[src/rtl/bookkeeping_arbiter.sv]
// rtl/bookkeeping_arbiter.sv - round-robin put arbiter with in-order response steering for a shared directory
module bookkeeping_arbiter #(
   parameter int NREQ  = 2,
   parameter int DEPTH = 4
) (
   input  logic                       CLK,
   input  logic                       RST_N,
   input  logic [NREQ-1:0]            req_valid,
   output logic [NREQ-1:0]            req_ready,
   input  logic [NREQ*35-1:0]         req_data,
   output logic [NREQ-1:0]            resp_valid,
   input  logic [NREQ-1:0]            resp_ready,
   output logic [79:0]                resp_data,
   output logic                       dir_put_valid,
   input  logic                       dir_put_ready,
   output logic [34:0]                dir_put_request,
   input  logic                       dir_get_ready,
   output logic                       dir_get_valid,
   input  logic [79:0]                dir_get_response,
   output logic [$clog2(DEPTH+1)-1:0] inflight,
   output logic                       err_orphan
);

   localparam int IDW = $clog2(NREQ);
   localparam int PW  = $clog2(DEPTH);
   localparam int CW  = $clog2(DEPTH+1);

   logic [IDW-1:0] prio;
   logic [IDW-1:0] grant;
   logic [IDW-1:0] tag_mem [DEPTH];
   logic [PW-1:0]  wr_ptr;
   logic [PW-1:0]  rd_ptr;
   logic [CW-1:0]  count;
   logic [IDW-1:0] head;
   logic           fifo_full;
   logic           fifo_empty;
   logic           put_fire;
   logic           get_fire;
   logic           resp_avail;

   // First requester at or after p (cyclically) with valid set; p when none is valid.
   function automatic logic [IDW-1:0] rr_pick(input logic [NREQ-1:0] v, input logic [IDW-1:0] p);
      logic [IDW-1:0] g;
      logic           found;
      int             idx;
      g     = p;
      found = 1'b0;
      for (int k = 0; k < NREQ; k++) begin
         idx = (int'(p) + k) % NREQ;
         if (!found && v[idx]) begin
            g     = IDW'(idx);
            found = 1'b1;
         end
      end
      return g;
   endfunction

   assign fifo_full  = (count == CW'(DEPTH));
   assign fifo_empty = (count == '0);
   assign head       = tag_mem[rd_ptr];
   assign inflight   = count;
   assign resp_data  = dir_get_response;

   // Grant selection is purely combinational so a put passes straight through.
   always_comb begin
      grant = rr_pick(req_valid, prio);
   end

   // Put path: offer the granted payload, gated while in reset so nothing is accepted.
   always_comb begin
      dir_put_valid   = RST_N && (|req_valid) && !fifo_full;
      dir_put_request = req_data[35*grant +: 35];
      put_fire        = dir_put_valid && dir_put_ready;
      req_ready       = '0;
      req_ready[grant] = put_fire;
   end

   // Response path: steer the directory head response to the requester that owns the oldest tag.
   always_comb begin
      resp_avail       = RST_N && dir_get_ready && !fifo_empty;
      get_fire         = resp_avail && resp_ready[head];
      dir_get_valid    = get_fire;
      resp_valid       = '0;
      resp_valid[head] = resp_avail;
   end

   // Tag storage needs no reset; only slots between rd_ptr and wr_ptr are ever read as live.
   always_ff @(posedge CLK) begin
      if (put_fire) begin
         tag_mem[wr_ptr] <= grant;
      end
   end

   // Tag FIFO pointers and occupancy; push and pop may coincide when not empty.
   always_ff @(posedge CLK or negedge RST_N) begin
      if (!RST_N) begin
         wr_ptr <= '0;
         rd_ptr <= '0;
         count  <= '0;
      end else begin
         if (put_fire) begin
            wr_ptr <= wr_ptr + 1'b1;
         end
         if (get_fire) begin
            rd_ptr <= rd_ptr + 1'b1;
         end
         case ({put_fire, get_fire})
            2'b10:   count <= count + CW'(1);
            2'b01:   count <= count - CW'(1);
            default: count <= count;
         endcase
      end
   end

   // Round-robin pointer moves just past the winner on each accepted put.
   always_ff @(posedge CLK or negedge RST_N) begin
      if (!RST_N) begin
         prio <= '0;
      end else if (put_fire) begin
         if (grant == IDW'(NREQ-1)) begin
            prio <= '0;
         end else begin
            prio <= grant + 1'b1;
         end
      end
   end

   // Sticky flag for a directory response that no outstanding put can account for.
   always_ff @(posedge CLK or negedge RST_N) begin
      if (!RST_N) begin
         err_orphan <= 1'b0;
      end else if (dir_get_ready && fifo_empty) begin
         err_orphan <= 1'b1;
      end
   end

endmodule

[config.mk]
export PLATFORM = sky130hd
export DESIGN_NAME = bookkeeping_arbiter
export DESIGN_NICKNAME = d
export VERILOG_FILES = /design/src/rtl/bookkeeping_arbiter.sv
export SDC_FILE = /design/constraint.sdc
export NUM_CORES = 1
export LEC_CHECK = 0
export BUFFER_PORTS_ARGS = -buffer_cell sky130_fd_sc_hd__buf_2
export CORE_AREA = 2 2 111 113
export CTS_CLUSTER_SIZE = 40
export DETAILED_ROUTE_END_ITERATION = 8
export DIE_AREA = 0 0 113 115
export GPL_TIMING_DRIVEN = 1
export PLACE_DENSITY = 0.56
export SYNTH_ARGS = -nofsm -noshare
export SYNTH_HDL_FRONTEND = slang
export SYNTH_SLANG_ARGS = --single-unit
[constraint.sdc]
create_clock -name CLK -period 4.7 [get_ports CLK]
set_input_delay 0.94 -clock CLK [delete_from_list [all_inputs] [get_ports CLK]]
set_output_delay 0.94 -clock CLK [all_outputs]
set_load 0.01 [all_outputs]
==> results of run 1 <==
sequential cells by signal, indices dropped and copies added (netlist names):
| register | flops |
|---|---|
| inflight | 3 |
| err_orphan | 1 |
| rd_ptr | 2 |
| tag_mem | 4 |
| wr_ptr | 2 |
| prio | 1 |
worst max-delay path: stages:
cell	delay, ns
sky130_fd_sc_hd__buf_2	0.27
sky130_fd_sc_hd__o21ai_1	0.19
sky130_fd_sc_hd__a211oi_4	0.43
sky130_fd_sc_hd__inv_1	0.11
sky130_fd_sc_hd__nor2_1	0.13
sky130_fd_sc_hd__buf_2	0.16
cell type report:
class / count / share of cell area
clock inverters: 1 / 0.00247
flip-flops and latches: 13 / 0.170
well taps: 147 / 0.0907
multi-input cells: 80 / 0.382
inverters: 7 / 0.0130
repair buffers: 123 / 0.305
clock buffers: 3 / 0.0370
kinds of logic (layout without fill, tap and decap cells):
family                   after synthesis  after routing  share of synthesized area
adder cells (fa/ha/maj)                6              6                     0.0466
AND/OR/NAND/NOR                       19             19                     0.0636
AO/OA/AOI/OAI                          8              8                     0.0339
buffers and inverters                 91            134                      0.374
multiplexers                          42             42                      0.262
XOR/XNOR                               5              5                     0.0247
flip-flops                            13             13                      0.195
power by group:
group          internal [mW]  switching (mW)  total, mW
clock                  0.113          0.0503      0.164
combinational          0.212           0.200      0.412
sequential             0.162          0.0454      0.207
cells in the final DEF (no fill, tap or decap), types with 2 or more instances in the layout:
cell / netlist / routed
sky130_fd_sc_hd__mux2_2: 35 / 35
sky130_fd_sc_hd__nor2_1: 8 / 8
sky130_fd_sc_hd__xnor2_1: 2 / 2
sky130_fd_sc_hd__buf_2: 1 / 122
sky130_fd_sc_hd__nand2_1: 2 / 2
sky130_fd_sc_hd__dfrtp_1: 9 / 9
sky130_fd_sc_hd__o21ai_0: 2 / 2
sky130_fd_sc_hd__clkbuf_16: 0 / 3
sky130_fd_sc_hd__xor2_1: 3 / 3
sky130_fd_sc_hd__edfxtp_1: 4 / 4
sky130_fd_sc_hd__ha_1: 5 / 5
sky130_fd_sc_hd__mux2i_1: 7 / 7
sky130_fd_sc_hd__inv_1: 7 / 7
sky130_fd_sc_hd__and2_1: 5 / 5
metrics by stage:
stage,power [mW],hold slack (ns),setup slack [ns]
after floorplan,0.551,0.481,1.97
after global placement,0.611,0.433,1.53
after detailed placement,0.626,0.447,1.51
after CTS,0.793,0.458,1.50
after global routing,0.844,0.480,1.37
final,0.783,0.453,1.52
path summary, 6_finish.rpt:
check | startpoint | end | slack [ns]
worst max-delay path | RST_N | req_ready[0] | 1.52
worst min-delay path | err_orphan | err_orphan | 0.45
worst max register to register | rd_ptr[1] | inflight[2] | 2.37
worst min register to register | err_orphan | err_orphan | 0.45
max in group asynchronous | RST_N | err_orphan | 3.89
min in group asynchronous | RST_N | rd_ptr[0] | 0.58
routing by layer:
layer | vias up | GRT usage
li1 | 608 | -
met1 | 587 | 0.0607
met2 | 130 | 0.122
met3 | 11 | 0.0264
met4 | 0 | 0.0228
met5 | - | 0
==> metrics.txt, run 1 <==
# TYPE chip_impl_metric gauge
chip_impl_metric{name="detailedRoute.firstPassIterationCount",unit=""} 8
chip_impl_metric{name="detailedPlacementHpwl",unit="mm"} 3.90
chip_impl_metric{name="groute.usage.overall",unit=""} 0.0635
chip_impl_metric{name="synthesis.area",unit="sq um"} 1770
chip_impl_info{name="hold_path_class",value="register to register"} 1
chip_impl_metric{name="antenna_left",unit=""} 0
chip_impl_metric{name="finalMaxSlewViolations",unit=""} 0
chip_impl_metric{name="synthesized_instance_count",unit=""} 184
chip_impl_metric{name="r2r_cells",unit=""} 10
chip_impl_info{name="run_status",value="finished with violations"} 1
chip_impl_metric{name="postPlaceCellArea",unit="sq um"} 1950
chip_impl_metric{name="timing.max_cap.violations",unit=""} 0
chip_impl_metric{name="max-vdd-ir-drop",unit="mV"} 0.117
chip_impl_info{name="worst-setup-path-type",value="input port to output pin"} 1
chip_impl_metric{name="hold_buffers",unit=""} 0
chip_impl_metric{name="finalCritPeriodShare",unit=""} 0.676
chip_impl_metric{name="mappedNetlistNets",unit=""} 348
chip_impl_metric{name="worst_hold_path.num_cells",unit=""} 1
chip_impl_metric{name="finish.net_count",unit=""} 392
chip_impl_metric{name="portBuffers",unit=""} 122
chip_impl_metric{name="async_flop_share",unit=""} 0.692
chip_impl_metric{name="p_leak",unit="nW"} 1.02
chip_impl_metric{name="dr_wl_met3",unit="um"} 600
chip_impl_metric{name="synth-seq-area-share",unit=""} 0.195
chip_impl_metric{name="placedCellCount",unit=""} 370
chip_impl_info{name="synth.most_common_cell",value="sky130_fd_sc_hd__buf_4"} 1
chip_impl_metric{name="cts-resized-gates",unit=""} 0
chip_impl_metric{name="finish.cell_count_without_fillers",unit=""} 374
chip_impl_metric{name="tightestPinTransition",unit="ns"} 0.502
chip_impl_metric{name="worst_clock_skew",unit="ns"} 0.000611
chip_impl_metric{name="number_of_enable_type_register_cells_in_the_synthesized_netlist",unit=""} 4
chip_impl_metric{name="worst-endpoint-arrival",unit="ns"} 2.24
chip_impl_metric{name="grt_start_max_net_pins",unit=""} 42
chip_impl_metric{name="coreArea",unit="sq um"} 11800
chip_impl_metric{name="final-setup-viol-count",unit=""} 0
chip_impl_metric{name="multi_input_area",unit="sq um"} 774
chip_impl_metric{name="finalHoldViolations",unit=""} 0
chip_impl_metric{name="die_height",unit="um"} 115
chip_impl_info{name="tritoncts",value="yes"} 1
chip_impl_metric{name="fraction_of_final_layout_cells_sized_beyond_drive_strength_1",unit=""} 0.731
chip_impl_metric{name="finalWeightedCongestion",unit=""} 0.792
chip_impl_metric{name="clock_sink_count",unit=""} 13
chip_impl_info{name="maxUsedRoutingLayer",value="met4"} 1
chip_impl_metric{name="first_pass_grt_wire_length",unit="mm"} 6.63
chip_impl_metric{name="synth.distinct_cells",unit=""} 25
chip_impl_metric{name="accumulated_negative_setup_slack",unit="ns"} 0
chip_impl_metric{name="finish.utilization",unit=""} 0.172
chip_impl_metric{name="global_route.overflow_total",unit=""} 0
chip_impl_metric{name="synth_top_area_share",unit=""} 0.343
chip_impl_metric{name="clockBufferDepth",unit=""} 2
chip_impl_info{name="clockRootBuffer",value="sky130_fd_sc_hd__clkbuf_16"} 1
chip_impl_info{name="crit_path_start_kind",value="input port"} 1
chip_impl_info{name="worstSetupEndpointType",value="output pin"} 1
chip_impl_metric{name="worst_slew_margin_rel",unit=""} 0.665
chip_impl_info{name="synth.largest_area_cell",value="sky130_fd_sc_hd__buf_4"} 1
chip_impl_metric{name="cp_max_fo",unit=""} 11
chip_impl_metric{name="fillerInstances",unit=""} 1317
chip_impl_metric{name="antenna_cells",unit=""} 0
chip_impl_metric{name="routed-wl-met2",unit="mm"} 2.48
chip_impl_metric{name="number_of_global_route_vias_before_repair",unit=""} 1280
chip_impl_info{name="post_synth_main_area_contributors",value="sky130_fd_sc_hd__buf_4, sky130_fd_sc_hd__mux2_2, sky130_fd_sc_hd__dfrtp_1, sky130_fd_sc_hd__edfxtp_1, sky130_fd_sc_hd__mux2i_1"} 1
chip_impl_metric{name="post_syn_area_per_cell",unit="sq um"} 9.62
chip_impl_metric{name="ys_seq_elements",unit=""} 13
chip_impl_metric{name="cts_buffers",unit=""} 3
chip_impl_metric{name="highest_achievable_clock_rate",unit="MHz"} 315
chip_impl_metric{name="detailed_routing_wirelength_on_met1",unit="mm"} 1.46
chip_impl_info{name="failed_checks",value="DRC"} 1
chip_impl_info{name="synth_ff_type",value="sky130_fd_sc_hd__dfrtp_1"} 1
chip_impl_info{name="setup_repair_after_global_routing_missed_its_margin",value="no"} 1
chip_impl_metric{name="grt_antenna_before_repair",unit=""} 0
chip_impl_metric{name="final.min_clock_period",unit="ns"} 3.18
chip_impl_metric{name="htree_levels",unit=""} 1
chip_impl_metric{name="floorplan.io_pins",unit=""} 283
chip_impl_metric{name="postCtsSetupBuffers",unit=""} 0
chip_impl_metric{name="die_w",unit="um"} 113
chip_impl_metric{name="first_iteration_detailed_routing_drc_count",unit=""} 35
chip_impl_metric{name="routed_via_density",unit=""} 3.57
chip_impl_metric{name="clock_latency",unit="ns"} 0.24
chip_impl_info{name="synth.cells.most_frequent",value="sky130_fd_sc_hd__buf_4, sky130_fd_sc_hd__mux2_2, sky130_fd_sc_hd__dfrtp_1, sky130_fd_sc_hd__nor2_1"} 1
chip_impl_metric{name="routed_wl",unit="mm"} 4.61
chip_impl_metric{name="vias",unit=""} 1336
chip_impl_metric{name="routedWlPerCell",unit="um"} 12.3
chip_impl_metric{name="finish.instance_area",unit="sq um"} 2030
chip_impl_metric{name="starting_density_of_the_core",unit=""} 0.150
chip_impl_metric{name="die-area",unit="sq um"} 13000
chip_impl_metric{name="placementRows",unit=""} 40
chip_impl_metric{name="cts.reportedPaths.clkPinSlew",unit="ns"} 0.05
chip_impl_metric{name="seq_area",unit="sq um"} 345
chip_impl_metric{name="p_per_area",unit="nW/um^2"} 386
chip_impl_metric{name="drt_drc_violations_left",unit=""} 9
chip_impl_metric{name="ys_warn_count",unit=""} 0
chip_impl_metric{name="worstPathRequired",unit="ns"} 3.76
chip_impl_metric{name="synthToLayoutAreaGrowth",unit="%"} 14.6
(Power assumes the default switching activity.)
==> inputs of run 2 (changes only) <==
- PLACE_DENSITY: 0.56 -> 0.58
- clock period: 4.7 -> 2.7 ns (I/O delays scaled with it)
==> metrics.txt, run 2 (synthesis results as in run 1) <==
# TYPE chip_impl_metric gauge
chip_impl_metric{name="cts_buffers",unit=""} 3
chip_impl_metric{name="die-area",unit="sq um"} 13000
chip_impl_info{name="worstSetupEndpointType",value="register"} 1
chip_impl_metric{name="global_route.overflow_total",unit=""} 0
chip_impl_metric{name="portBuffers",unit=""} 122
chip_impl_metric{name="finish.cell_count_without_fillers",unit=""} 375
chip_impl_metric{name="finish.net_count",unit=""} 393
chip_impl_metric{name="worst_clock_skew",unit="ns"} 0.00192
chip_impl_info{name="layout.cells.most_common",value="sky130_fd_sc_hd__buf_2"} 1
chip_impl_info{name="failed_checks",value="DRC"} 1
chip_impl_metric{name="vias",unit=""} 1359
chip_impl_metric{name="max-vdd-ir-drop",unit="mV"} 0.215
chip_impl_metric{name="highest_achievable_clock_rate",unit="MHz"} 422
chip_impl_metric{name="groute.usage.overall",unit=""} 0.0599
chip_impl_metric{name="routed_wl",unit="mm"} 4.40
chip_impl_info{name="worst-setup-path-type",value="register to register"} 1
chip_impl_metric{name="worst-endpoint-arrival",unit="ns"} 2.53
chip_impl_metric{name="antenna_left",unit=""} 0
chip_impl_metric{name="worstPathRequired",unit="ns"} 2.87
chip_impl_metric{name="fraction_of_final_layout_cells_sized_beyond_drive_strength_1",unit=""} 0.732
chip_impl_info{name="setup_repair_after_global_routing_missed_its_margin",value="no"} 1
chip_impl_metric{name="routedWlPerCell",unit="um"} 11.7
chip_impl_metric{name="largest_register_ff_count",unit=""} 4
chip_impl_metric{name="die_w",unit="um"} 113
chip_impl_metric{name="placedCellCount",unit=""} 371
chip_impl_info{name="clockRootBuffer",value="sky130_fd_sc_hd__clkbuf_16"} 1
chip_impl_metric{name="r2r_cells",unit=""} 10
chip_impl_metric{name="cts.reportedPaths.clkPinSlew",unit="ns"} 0.05
chip_impl_metric{name="p_leak",unit="nW"} 1.03
chip_impl_metric{name="fillerInstances",unit=""} 1301
chip_impl_metric{name="antenna_cells",unit=""} 0
chip_impl_metric{name="worst_hold_slack",unit="ns"} 0.167
chip_impl_metric{name="placementRows",unit=""} 40
chip_impl_metric{name="synthToLayoutAreaGrowth",unit="%"} 15.7
chip_impl_metric{name="grt_antenna_before_repair",unit=""} 0
chip_impl_metric{name="clockBufferDepth",unit=""} 2
chip_impl_metric{name="finalCritPeriodShare",unit=""} 0.877
chip_impl_metric{name="detailedRoute.firstPassIterationCount",unit=""} 8
chip_impl_metric{name="coreArea",unit="sq um"} 11800
chip_impl_info{name="run_status",value="finished with violations"} 1
chip_impl_metric{name="postPlaceCellArea",unit="sq um"} 1970
chip_impl_info{name="hold_path_class",value="input port to async pin"} 1
chip_impl_metric{name="finalHoldViolations",unit=""} 0
chip_impl_metric{name="finish.instance_area",unit="sq um"} 2050
chip_impl_info{name="tritoncts",value="yes"} 1
chip_impl_metric{name="accumulated_negative_setup_slack",unit="ns"} 0
chip_impl_info{name="registers.top_by_ff_count",value="tag_mem"} 1
chip_impl_metric{name="timing.max_cap.violations",unit=""} 0
chip_impl_metric{name="grt_start_max_net_pins",unit=""} 42
chip_impl_metric{name="clock_sink_count",unit=""} 13
chip_impl_metric{name="tightestPinTransition",unit="ns"} 0.334
chip_impl_metric{name="postCtsSetupBuffers",unit=""} 0
chip_impl_metric{name="hold_buffers",unit=""} 0
chip_impl_metric{name="finalWeightedCongestion",unit=""} 0.790
chip_impl_metric{name="p_per_area",unit="nW/um^2"} 673
chip_impl_metric{name="floorplan.io_pins",unit=""} 283
chip_impl_metric{name="drt_drc_violations_left",unit=""} 9
chip_impl_metric{name="worst_slew_margin_rel",unit=""} 0.771
chip_impl_info{name="mostFrequentLayoutCells",value="sky130_fd_sc_hd__buf_2, sky130_fd_sc_hd__mux2_2, sky130_fd_sc_hd__dfrtp_1, sky130_fd_sc_hd__nor2_1"} 1
chip_impl_metric{name="clock_latency",unit="ns"} 0.24
chip_impl_metric{name="detailedPlacementHpwl",unit="mm"} 3.78
chip_impl_metric{name="finalMaxSlewViolations",unit=""} 0
chip_impl_metric{name="starting_density_of_the_core",unit=""} 0.150
chip_impl_info{name="reg2reg_from",value="rd_ptr[1]"} 1
chip_impl_metric{name="cp_max_fo",unit=""} 3
chip_impl_metric{name="cts-resized-gates",unit=""} 0
chip_impl_metric{name="die_height",unit="um"} 115
chip_impl_metric{name="final.min_clock_period",unit="ns"} 2.37
chip_impl_metric{name="number_of_global_route_vias_before_repair",unit=""} 1260
chip_impl_metric{name="routed_via_density",unit=""} 3.62
chip_impl_metric{name="totalPowerFinal",unit="mW"} 1.38
chip_impl_info{name="timing.rr.end",value="inflight[2]"} 1
chip_impl_metric{name="regToRegSetupSlack",unit="ns"} 0.33
chip_impl_info{name="crit_path_start_kind",value="register"} 1
chip_impl_metric{name="first_pass_grt_wire_length",unit="mm"} 6.20
chip_impl_metric{name="htree_levels",unit=""} 1
chip_impl_metric{name="final-setup-viol-count",unit=""} 0
chip_impl_metric{name="first_iteration_detailed_routing_drc_count",unit=""} 51
-- run 2: changes by cell type in the layout (fill, tap and decap cells not counted), sizes merged --
cell	delta
buf	+1
-- run 2: final cells by class --
type                    instances  area [sq um]  area share
multi-input cells              80           774       0.378
clock buffers                   3          75.1      0.0367
repair buffers                124           638       0.312
well taps                     147           184      0.0898
clock inverters                 1          5.00     0.00244
inverters                       7          26.3      0.0128
flip-flops and latches         13           345       0.169
-- run 2: power by group --
group          internal (mW)  switching, mW  leakage [nW]
sequential             0.282         0.0784         0.140
combinational          0.383          0.354         0.845
clock                  0.197         0.0831        0.0409
total                  0.862          0.516          1.03
-- run 2: worst max-delay path, stage by stage (launching register included) --
cell and delay (ns):
sky130_fd_sc_hd__dfrtp_1 0.40, sky130_fd_sc_hd__mux2i_1 0.30, sky130_fd_sc_hd__mux2i_1 0.19, sky130_fd_sc_hd__mux2i_1 0.15, sky130_fd_sc_hd__nor2_1 0.19, sky130_fd_sc_hd__ha_1 0.22
sky130_fd_sc_hd__inv_1 0.06, sky130_fd_sc_hd__fa_1 0.37, sky130_fd_sc_hd__xor2_1 0.15, sky130_fd_sc_hd__nor2_1 0.11, sky130_fd_sc_hd__xor2_1 0.15
-- run 2: worst max path at each step --
stage                   start           to  slack (ns)  cells past startpoint
global route        rd_ptr[1]  inflight[2]        0.16                     10
global placement        RST_N  inflight[2]        0.46                      9
finish              rd_ptr[1]  inflight[2]        0.33                     10
floorplan           rd_ptr[1]  inflight[2]        0.48                     10
detailed placement  rd_ptr[1]  inflight[2]        0.37                     10
CTS                 rd_ptr[1]  inflight[2]        0.33                     10
-- run 2: routing by layer --
layer	wire length, um	global-route usage	share of wire
met1	1380	0.0561	0.31
met2	2380	0.113	0.54
met3	556	0.0253	0.13
met4	87	0.0276	0.020
met5	0	0	0
-- run 2: through the flow --
step                      utilization  setup WS [ns]
after floorplan                     -          0.477
after global placement          0.167          0.461
after detailed placement        0.167          0.366
after CTS                       0.173          0.325
after global routing            0.173          0.161
final                           0.173          0.332
==> inputs of run 3 (changes only) <==
- ABC_AREA: not set -> 1
==> metrics.txt, run 3 <==
# TYPE chip_impl_metric gauge
chip_impl_metric{name="hold_buffers",unit=""} 0
chip_impl_info{name="synth.most_common_cell",value="sky130_fd_sc_hd__nand2_1"} 1
chip_impl_metric{name="finalWeightedCongestion",unit=""} 0.822
chip_impl_metric{name="starting_density_of_the_core",unit=""} 0.154
chip_impl_metric{name="drt_drc_violations_left",unit=""} 7
chip_impl_metric{name="clock_latency",unit="ns"} 0.24
chip_impl_info{name="synth.cells.most_frequent",value="sky130_fd_sc_hd__nand2_1, sky130_fd_sc_hd__buf_4, sky130_fd_sc_hd__inv_1, sky130_fd_sc_hd__nor2_1, sky130_fd_sc_hd__nand3_1"} 1
chip_impl_metric{name="coreArea",unit="sq um"} 11800
chip_impl_metric{name="grt_antenna_before_repair",unit=""} 0
chip_impl_metric{name="totalPowerFinal",unit="mW"} 1.51
chip_impl_metric{name="switching_share",unit=""} 0.448
chip_impl_metric{name="synth-seq-area-share",unit=""} 0.190
chip_impl_metric{name="seq_area",unit="sq um"} 345
chip_impl_metric{name="postCtsSetupBuffers",unit=""} 0
chip_impl_metric{name="number_of_global_route_vias_before_repair",unit=""} 1520
chip_impl_metric{name="routed_via_density",unit=""} 3.57
chip_impl_metric{name="groute.usage.overall",unit=""} 0.0750
chip_impl_metric{name="routedWlPerCell",unit="um"} 11.4
chip_impl_metric{name="pwr-share-clk",unit=""} 0.183
chip_impl_info{name="failed_checks",value="DRC"} 1
chip_impl_metric{name="antenna_left",unit=""} 0
chip_impl_info{name="layout.cells.most_common",value="sky130_fd_sc_hd__nand2_1"} 1
chip_impl_info{name="mostFrequentLayoutCells",value="sky130_fd_sc_hd__nand2_1, sky130_fd_sc_hd__buf_2, sky130_fd_sc_hd__inv_1, sky130_fd_sc_hd__nor2_1, sky130_fd_sc_hd__nand3_1"} 1
chip_impl_metric{name="floorplan.io_pins",unit=""} 283
chip_impl_metric{name="mappedNetlistNets",unit=""} 449
chip_impl_metric{name="timing.max_cap.violations",unit=""} 0
chip_impl_metric{name="max-vdd-ir-drop",unit="mV"} 0.209
chip_impl_metric{name="antenna_cells",unit=""} 0
chip_impl_metric{name="number_of_enable_type_register_cells_in_the_synthesized_netlist",unit=""} 4
chip_impl_metric{name="detailedPlacementHpwl",unit="mm"} 4.64
chip_impl_metric{name="accumulated_negative_setup_slack",unit="ns"} 0
chip_impl_metric{name="die_height",unit="um"} 115
chip_impl_info{name="worstSetupEndpointType",value="register"} 1
chip_impl_metric{name="detailedRoute.firstPassIterationCount",unit=""} 6
chip_impl_info{name="clockRootBuffer",value="sky130_fd_sc_hd__clkbuf_16"} 1
chip_impl_metric{name="clockBufferDepth",unit=""} 2
chip_impl_metric{name="tightestPinTransition",unit="ns"} 0.388
chip_impl_metric{name="multi_input_area",unit="sq um"} 753
chip_impl_metric{name="synthesis.area",unit="sq um"} 1820
chip_impl_metric{name="clock_sink_count",unit=""} 13
chip_impl_info{name="synth_ff_type",value="sky130_fd_sc_hd__dfrtp_1"} 1
chip_impl_metric{name="cts-resized-gates",unit=""} 0
chip_impl_metric{name="final.min_clock_period",unit="ns"} 2.25
chip_impl_metric{name="cp_max_fo",unit=""} 5
chip_impl_metric{name="worst_slew_margin_rel",unit=""} 0.741
chip_impl_info{name="run_status",value="finished with violations"} 1
chip_impl_metric{name="global_route.overflow_total",unit=""} 0
chip_impl_metric{name="cts_buffers",unit=""} 3
chip_impl_metric{name="ys_warn_count",unit=""} 0
chip_impl_metric{name="async_flop_share",unit=""} 0.692
chip_impl_metric{name="first_iteration_detailed_routing_drc_count",unit=""} 60
chip_impl_metric{name="p_comb_frac",unit=""} 0.586
chip_impl_metric{name="die-area",unit="sq um"} 13000
chip_impl_info{name="tritoncts",value="yes"} 1
chip_impl_metric{name="p_leak",unit="nW"} 1.25
chip_impl_info{name="synth.largest_area_cell",value="sky130_fd_sc_hd__buf_4"} 1
chip_impl_metric{name="vias",unit=""} 1690
chip_impl_metric{name="p_per_area",unit="nW/um^2"} 730
chip_impl_metric{name="portBuffers",unit=""} 122
chip_impl_metric{name="largest_register_ff_count",unit=""} 4
chip_impl_info{name="setup_repair_after_global_routing_missed_its_margin",value="no"} 1
chip_impl_metric{name="worstPathRequired",unit="ns"} 2.82
chip_impl_metric{name="synthToLayoutAreaGrowth",unit="%"} 13.9
chip_impl_metric{name="reg_power_frac",unit=""} 0.231
chip_impl_metric{name="finish.net_count",unit=""} 492
chip_impl_metric{name="r2r_cells",unit=""} 10
chip_impl_metric{name="first_pass_grt_wire_length",unit="mm"} 7.78
chip_impl_metric{name="highest_achievable_clock_rate",unit="MHz"} 445
chip_impl_metric{name="synth.distinct_cells",unit=""} 22
chip_impl_metric{name="power_report.internal_total",unit="uW"} 836
chip_impl_info{name="worst-setup-path-type",value="register to register"} 1
chip_impl_metric{name="fillerInstances",unit=""} 1372
chip_impl_metric{name="synthesized_instance_count",unit=""} 285
chip_impl_metric{name="finalCritPeriodShare",unit=""} 0.833
chip_impl_info{name="registers.top_by_ff_count",value="tag_mem"} 1
chip_impl_info{name="post_synth_main_area_contributors",value="sky130_fd_sc_hd__buf_4, sky130_fd_sc_hd__nand2_1, sky130_fd_sc_hd__dfrtp_1, sky130_fd_sc_hd__edfxtp_1, sky130_fd_sc_hd__ha_1"} 1
chip_impl_metric{name="finalHoldViolations",unit=""} 0
chip_impl_metric{name="cts.reportedPaths.clkPinSlew",unit="ns"} 0.05
chip_impl_metric{name="routed_wl",unit="mm"} 5.42
chip_impl_info{name="crit_path_start_kind",value="register"} 1
chip_impl_metric{name="synth_top_area_share",unit=""} 0.330
chip_impl_metric{name="post_syn_area_per_cell",unit="sq um"} 6.39
chip_impl_metric{name="ys_seq_elements",unit=""} 13
chip_impl_metric{name="finalMaxSlewViolations",unit=""} 0
chip_impl_metric{name="fraction_of_final_layout_cells_sized_beyond_drive_strength_1",unit=""} 0.410
chip_impl_metric{name="worst-endpoint-arrival",unit="ns"} 2.36
chip_impl_metric{name="grt_start_max_net_pins",unit=""} 37
chip_impl_metric{name="worst_hold_slack",unit="ns"} 0.218
chip_impl_metric{name="placementRows",unit=""} 40
chip_impl_metric{name="htree_levels",unit=""} 1
chip_impl_metric{name="total_switching_power",unit="uW"} 679
chip_impl_metric{name="final-setup-viol-count",unit=""} 0
chip_impl_info{name="hold_path_class",value="input port to async pin"} 1
chip_impl_metric{name="worst_clock_skew",unit="ns"} 0.00554
chip_impl_metric{name="die_w",unit="um"} 113
-- run 3: cell count changes after synthesis, sizes merged, moves of 4 or more --
cell and delta:
nor2 +4, inv +9, mux2 -35, nand3 +10, nand2 +126, mux2i -7, and2 -5
-- run 3: final timing paths --
path                              from     endpoint  slack [ns]
min reg2reg                 err_orphan   err_orphan        0.47
min in group CLK            err_orphan   err_orphan        0.47
max                        inflight[0]  inflight[2]        0.45
max in group asynchronous        RST_N    wr_ptr[1]        2.34
max reg2reg                inflight[0]  inflight[2]        0.45
min                              RST_N    rd_ptr[1]        0.22
-- run 3: cells by family (layout without fill, tap and decap cells) --
kind of cell / count (synthesis) / in the layout / share of synthesized area
flops: 13 / 13 / 0.190
xor+xnor: 4 / 4 / 0.0192
compound gates: 8 / 8 / 0.0302
buf+inv: 104 / 146 / 0.397
fa+ha+maj: 6 / 6 / 0.0453
simple gates: 150 / 150 / 0.319
-- run 3: metal layers --
| metal | vias to the layer above | wire length (um) | global-route usage |
|---|---|---|---|
| li1 | 861 | - | - |
| met1 | 691 | 1830 | 0.0719 |
| met2 | 135 | 2870 | 0.147 |
| met3 | 3 | 696 | 0.0380 |
| met4 | 0 | 22 | 0.00976 |
| met5 | - | 0 | 0 |
-- run 3: worst max-delay path, cell delays in order (launching register included) --
cell                      delay, ns
sky130_fd_sc_hd__dfrtp_1       0.40
sky130_fd_sc_hd__nor2_1        0.09
sky130_fd_sc_hd__a21oi_1       0.31
sky130_fd_sc_hd__nand3_1       0.18
sky130_fd_sc_hd__nand2_1       0.12
sky130_fd_sc_hd__ha_1          0.14
sky130_fd_sc_hd__inv_1         0.07
sky130_fd_sc_hd__fa_1          0.39
sky130_fd_sc_hd__a21oi_1       0.14
sky130_fd_sc_hd__o21ai_0       0.12
sky130_fd_sc_hd__xor2_1        0.16
-- run 3: power by group through the flow --
| stage | registers [mW] | logic [mW] | clock network, mW |
|---|---|---|---|
| after floorplan | 0.353 | 0.683 | 0 |
| after global placement | 0.352 | 0.900 | 0 |
| after detailed placement | 0.355 | 0.898 | 0 |
| after CTS | 0.352 | 0.907 | 0.284 |
| after global routing | 0.365 | 1.02 | 0.298 |
| final | 0.350 | 0.887 | 0.278 |
-- run 3: stage by stage --
step,cells,cell area [sq um],utilization,worst slack (ns)
6_report,474,2070,0.176,0.452
5_1_grt,474,2070,0.176,0.249
4_1_cts,474,2070,0.176,0.437
3_5_place_dp,470,2000,0.169,0.286
3_3_place_gp,470,2000,0.169,0.360
2_1_floorplan,285,1820,-,0.507
-- run 3: cell type report --
cell class | instances | area share
multi-input cells | 168 | 0.363
clock buffers | 4 | 0.0380
flip-flops and latches | 13 | 0.166
inverters | 16 | 0.0290
well taps | 147 | 0.0887
repair buffers | 126 | 0.315
